$ cat src/rtl/mult_arbiter.sv
// Round-robin front end that shares one shift-add multiplier between NREQ clients:
// grants one operand pair, pulses the multiplier load, waits for done (with watchdog), returns a tagged product.
module mult_arbiter #(
    parameter  int NREQ    = 2,
    parameter  int WIDTH   = 8,
    parameter  int TIMEOUT = 64,
    localparam int ID_W    = (NREQ > 1) ? $clog2(NREQ) : 1,
    localparam int CNT_W   = $clog2(TIMEOUT)
) (
    input  logic                    clk,
    input  logic                    reset,
    input  logic [NREQ-1:0]         req_valid,
    input  logic [NREQ*WIDTH-1:0]   req_a,
    input  logic [NREQ*WIDTH-1:0]   req_b,
    output logic [NREQ-1:0]         req_ready,
    output logic                    resp_valid,
    input  logic                    resp_ready,
    output logic [ID_W-1:0]         resp_id,
    output logic [2*WIDTH-1:0]      resp_prod,
    output logic                    resp_err,
    output logic                    mul_load,
    output logic [WIDTH-1:0]        mul_a,
    output logic [WIDTH-1:0]        mul_b,
    input  logic                    mul_done,
    input  logic [2*WIDTH-1:0]      mul_prod
);

    typedef enum logic [1:0] {IDLE, LOAD, BUSY, RESP} state_t;

    state_t            state;
    logic [ID_W-1:0]   rr_ptr;
    logic [CNT_W-1:0]  busy_cnt;
    logic              grant_found;
    logic [ID_W-1:0]   grant_idx;
    logic [WIDTH-1:0]  sel_a;
    logic [WIDTH-1:0]  sel_b;
    logic              accept;
    logic [ID_W-1:0]   next_ptr;

    // Rotating priority scan: first valid requester at or above rr_ptr, wrapping.
    always_comb begin
        int j;
        grant_found = 1'b0;
        grant_idx   = '0;
        for (int k = 0; k < NREQ; k++) begin
            j = int'(rr_ptr) + k;
            if (j >= NREQ) j = j - NREQ;
            if (!grant_found && req_valid[ID_W'(j)]) begin
                grant_found = 1'b1;
                grant_idx   = ID_W'(j);
            end
        end
    end

    always_comb begin
        sel_a     = '0;
        sel_b     = '0;
        req_ready = '0;
        for (int i = 0; i < NREQ; i++) begin
            if (ID_W'(i) == grant_idx) begin
                sel_a = req_a[i*WIDTH +: WIDTH];
                sel_b = req_b[i*WIDTH +: WIDTH];
                req_ready[i] = grant_found && (state == IDLE) && !reset;
            end
        end
    end

    assign accept   = |(req_valid & req_ready);
    assign next_ptr = (int'(resp_id) == NREQ - 1) ? '0 : resp_id + 1'b1;

    always_ff @(posedge clk) begin
        if (reset) begin
            state      <= IDLE;
            rr_ptr     <= '0;
            busy_cnt   <= '0;
            mul_a      <= '0;
            mul_b      <= '0;
            mul_load   <= 1'b0;
            resp_valid <= 1'b0;
            resp_id    <= '0;
            resp_prod  <= '0;
            resp_err   <= 1'b0;
        end else begin
            case (state)
                IDLE: begin
                    if (accept) begin
                        mul_a    <= sel_a;
                        mul_b    <= sel_b;
                        resp_id  <= grant_idx;
                        mul_load <= 1'b1;
                        state    <= LOAD;
                    end
                end
                LOAD: begin
                    mul_load <= 1'b0;
                    busy_cnt <= '0;
                    state    <= BUSY;
                end
                BUSY: begin
                    if (busy_cnt != '1) busy_cnt <= busy_cnt + 1'b1;
                    // A done arriving in the watchdog's last cycle still wins.
                    if (mul_done) begin
                        resp_prod  <= mul_prod;
                        resp_err   <= 1'b0;
                        resp_valid <= 1'b1;
                        state      <= RESP;
                    end else if (busy_cnt == CNT_W'(TIMEOUT - 1)) begin
                        resp_prod  <= '0;
                        resp_err   <= 1'b1;
                        resp_valid <= 1'b1;
                        state      <= RESP;
                    end
                end
                RESP: begin
                    if (resp_ready) begin
                        resp_valid <= 1'b0;
                        rr_ptr     <= next_ptr;
                        state      <= IDLE;
                    end
                end
                default: state <= IDLE;
            endcase
        end
    end

endmodule

$ cat config.mk
export PLATFORM = sky130hd
export DESIGN_NAME = mult_arbiter
export DESIGN_NICKNAME = d
export VERILOG_FILES = /design/src/rtl/mult_arbiter.sv
export SDC_FILE = /design/constraint.sdc
export NUM_CORES = 1
export LEC_CHECK = 0
export BUFFER_PORTS_ARGS = -buffer_cell sky130_fd_sc_hd__buf_4
export CORE_UTILIZATION = 40
export CTS_CLUSTER_SIZE = 14
export DETAILED_ROUTE_END_ITERATION = 8
export PLACE_DENSITY = 0.73
export SETUP_SLACK_MARGIN = 0.02
export SLEW_MARGIN = 20
export SYNTH_ARGS = -nofsm -noshare
export SYNTH_HDL_FRONTEND = slang
export SYNTH_SLANG_ARGS = --single-unit
export TNS_END_PERCENT = 100
$ cat constraint.sdc
create_clock -name clk -period 1.7 [get_ports clk]
set_clock_uncertainty 0.15 [all_clocks]
set_input_delay 0.085 -clock clk [delete_from_list [all_inputs] [get_ports clk]]
set_output_delay 0.085 -clock clk [all_outputs]
set_load 0.02 [all_outputs]
# After elaboration in Yosys (flattened, before gate mapping)
# Index checks and enable logic that the tools add are counted.
# word_totals
wordCells	78
inputBits	54
reg_bits	45
# classes
n_eq_ne	9
muxes	31
order_cmp	4
n_bitwise	1
n_addsub	5
n_reduce_logical	18
# op_table
operator	n
$mux W16	2
$mux W1	18
$mux W8	2
$pmux W6 S2	1
$reduce_and A2 Y1	5
$mux W2	4
$pmux W2 S4	1
$reduce_bool A2 Y1	4
$add A6 B1 Y6 const B	1
$eq A6 B6 Y1 const B	1
$lt A1 B3 Y1 const B	2
$mux W6	1
$ne A2 B2 Y1 const B	3
$ne A6 B6 Y1 const B	1
$reduce_and A3 Y1	2
$eq A2 B2 Y1 const B	2
$pmux W1 S2	2
$logic_and A1 B1 Y1	3
$ne A3 B3 Y1 const B	1
$add A1 B1 Y2 const B	1
$and A2 B2 Y2	1
$eq A2 B1 Y1 const B	1
$ge A1 B2 Y1 const B	1
$ge A2 B2 Y1 const B	1
other kinds (5)	7

# Longest topological paths before layout
# logic_depth
depth_word	16
ltp_mapped	7
ltp_nobuf	6

# Least setup slack after synthesis
# No wires, ideal clock.
# synth_path
path_type	flip-flop to flip-flop
from	register state[0]
to	register mul_a[0]
arrival_ns	1.414
synth_period_minus_slack_ns	1.655
path_stages_with_launch	8
slack_ns	0.045
cell_sequence	dfxtp_1 > inv_1 > ha_1 > nand2_1 > nor3_4 > buf_2 > nor2_1 > a311oi_1
# synth_via
elab_chain_len	7
elab_cells_between_ends	8
cone_classes	2 x mux; 1 x bitwise; 5 x reduce/logical
# synth_lines
element	line_no	text
from (decl)	30	state_t state;
from (signal assigned)	73	state <= IDLE;
from (signal assigned)	91	state <= LOAD;
from (signal assigned)	97	state <= BUSY;
$logic_not A2 Y1 (*)	63, 84	
$logic_and A1 B1 Y1 (2 in series)	63	req_ready[i] = grant_found && (state == IDLE) && !reset;
$mux W1	60	if (ID_W'(i) == grant_idx) begin
$and A2 B2 Y2	68	assign accept = |(req_valid & req_ready);
$reduce_or A2 Y1	68	
$reduce_and A2 Y1 (no source line) (*)	-	
to (signal assigned)	87	mul_a <= sel_a;
to (decl)	22	output logic [WIDTH-1:0] mul_a,
# Mark *: on every way between the ends. The rest lies on a longest branch, timed or not.
# A chain may end at the register's enable or synchronous reset.

# Worst setup path in the final report
# layout_path
from	register state[1]
to	register mul_b[5]
# layout_via
elab_chain_len	7
elab_cells_between_ends	8
cone_classes	2 x mux; 1 x bitwise; 5 x reduce/logical
# layout_lines
element	line_no	text
$logic_not A2 Y1 (*)	63, 84	
$logic_and A1 B1 Y1 (2 in series)	63	
$mux W1	60	
$and A2 B2 Y2	68	
$reduce_or A2 Y1	68	
$reduce_and A2 Y1 (no source line) (*)	-	
to (signal assigned)	88	mul_b <= sel_b;
to (decl)	23	output logic [WIDTH-1:0] mul_b,
# Marks and branches as above.

==> metrics <==
status=finished, final reports clean; Flop pwr share=around two fifths; Clock Path Buffers=2; placed cell count=399; net load switching power=about 1.2 mW; CP Data Required Time=1730 ps; final worst slack=between 9 and 10 ps; Mean Syn Cell Area=slightly above 8 µm²; multi-input logic area=between 1000 and 1500 µm²; Final min period=around 1700 ps; Total Wirelength=a little under 7000 µm; Total Power=3.356 mW; Final #Nets=roughly 460; Mapped Area=2011 µm²; fin crit share=slightly below 100%; Initial Util=42.01%; GRT Overall Usage=between 20% and 30%; Area Growth Syn to Fin=74.24%; Hold WC Path Type=primary input to flop; I/O pins=92; largest net degree at the start of global routing=28; first-pass GRT wire length=9956 µm; share of layout cells above drive strength 1=around 34%; grt ovf=0; maximum vdd drop=around 0.00045 V; number of CTS-inserted buffers=5; final setup vio count=0; relative slew slack=about 79%; # diodes=0; max-capacitance violation count=0; Async S/R FF share, synth=0%; syn_nets=roughly 310; Clock Latency Late Sink=approximately 300 ps; worst slew pin tran=around 310 ps; Internal Power=~2.2 mW; CP Max Fanout=8; drt wl/cell=approximately 15 µm; hold slack=roughly 65 ps; Comb power frac=42.6%; Primary FF master, synth=dfxtp_1; Pwr Density=around 960 nW/µm²; Die Height=about 73 µm; Die Wd=roughly 73 µm; cells after synthesis=248; FF+latch count, synth=45; vias per std cell=roughly 5.1; hold path depth=3; initial antenna violation count=0; RSZ-0062 raised after global routing=yes; Static Leakage=around 1.5 nW; number of global-route vias before repair=around 2,200; Clock power frac=approximately a fifth; Pins Over Slew Limit=0; sequential area share after synthesis=44.80%; # port buffers=91; core area=around 4800 µm²; maximum clock frequency=591.4 MHz; final hold violation count=0; Register Area=around 900 µm²; Arr. time, crit path=~1700 ps; root buf cell=clkbuf_8; CTS tree=done; DRT iter0 DRCs=around 120; via count=2,350; gpl congestion=0.7433; Critical Path Source Type=flop; num rows=25; DRT antenna net count=0; Setup CP Type=flop to flop; pre-CTS setup slack=-43.06 ps; R2R depth=8; count of unique library cells instantiated by Yosys=36; DIE AREA=around 5300 µm²; clk sinks=45; drt drc=0; EDFF count, synth=0; clock-pin slew on the worst setup and hold paths=approximately 80 ps; Critical Path Sink Type=flop; H-tree lvl count=2; Synth Warn #=0; HPWL reported at the end of detailed placement=3897 µm; Fill cells=350; Final Non-Filler Cells=approximately 470; Sw Share=between 30% and 40%; first drt pass iteration count=4
## flip-flops by register name, summed over array words and instances, names as in the netlist
| signal | cells |
|---|---|
| resp_err | 1 |
| resp_id | 1 |
| resp_prod | 16 |
| mul_b | 8 |
| mul_a | 8 |
| state | 2 |
| rr_ptr | 1 |
| busy_cnt | 6 |
| resp_valid | 1 |
| mul_load | 1 |
## critical path: stages, from the launching register on
cell and delay (ps):
dfxtp_2 340, inv_2 80, ha_4 170, nand2_4 70
nor3_4 300, buf_6 180, buf_6 130, buf_6 90
a311oi_2 70
## metal layers
metal	vias to the layer above	track usage (%)	wire (µm)
met3	22	5.110	273
met2	80	41.43	3469
met1	1078	29.62	2875
met5	-	0	0
li1	1170	-	-
met4	0	11.55	259
## stage by stage
step	cell area [µm²]	util, %	setup TNS (ps)
2_1_floorplan	2011	-	0
3_3_place_gp	2784	58.17	0
3_5_place_dp	2784	58.17	-103.3
4_1_cts	3386	70.75	0
5_1_grt	3503	73.20	-570.7
6_report	3503	73.20	0
## cells by family (layout without fill, tap and decap cells)
| kind of cell | after synthesis | after routing | synth area share (%) |
|---|---|---|---|
| compound gates | 68 | 68 | 21.90 |
| fa+ha+maj | 6 | 6 | 3.734 |
| buf+inv | 25 | 175 | 5.289 |
| flops | 45 | 45 | 44.80 |
| mux | 3 | 3 | 1.556 |
| simple gates | 101 | 101 | 22.71 |
## placed cells by master (no fill, tap or decap), types with 2 or more instances in the layout
cell / n
a21oi_1: 21
a311oi_1: 13
a311oi_2: 3
a31oi_1: 4
buf_4: 104
buf_6: 5
clkbuf_1: 3
clkbuf_8: 5
dfxtp_1: 43
dfxtp_2: 2
dlygate4sd3_1: 51
ha_1: 4
inv_1: 3
inv_2: 3
mux2i_1: 2
nand2_1: 36
nand2b_1: 3
nand3_1: 21
nor2_1: 25
nor3_1: 3
o21ai_0: 19
## Yosys cell counts (all sizes together), types with 2 or more instances
cell type	n	area [µm²]
o21ai	20	100.1
dfxtp	45	900.9
and3	2	13.77
a31oi	5	46.29
nor2b	2	12.51
clkbuf	10	37.54
nor3	5	36.29
mux2i	2	20.02
nand2b	3	18.77
ha	6	75.07
a311oi	16	140.1
nor2	26	97.59
buf	9	46.29
nand3	21	105.1
nand2	37	138.9
inv	6	22.52
a21oi	21	105.1
## worst paths after layout
check,start,end,slack [ps]
hold / removal,req_valid[0],mul_b[7],70
setup / recovery,state[1],mul_b[5],9
hold reg to reg,resp_err,resp_err,320
setup reg to reg,state[1],mul_b[5],9
## area by class of cell
type | instances | share of cell area (%)
clock buffers | 8 | 2.286
inverters | 6 | 0.6429
multi-input cells | 178 | 30.29
flip-flops and latches | 45 | 25.79
well taps | 67 | 2.393
repair buffers | 161 | 38.61
## repair_timing
action | in CTS | in global routing
endpoints found under the setup margin | 29 | 31
cloned | 0 | 1
hold buffers | 51 | 0
hold endpoints to repair | 35 | 0
resized for setup | 4 | 20
pin swaps | 1 | 9
setup buffers | 0 | 6
## power groups by stage
stage	Clock, mW	Combinational [mW]	Sequential, mW
2_1_floorplan	0	0.522	1.45
3_3_place_gp	0	1.11	1.30
3_5_place_dp	0	1.13	1.31
4_1_cts	0.644	1.23	1.28
5_1_grt	0.695	1.54	1.31
6_report	0.631	1.43	1.30
Power figures use the tool's default switching activity.
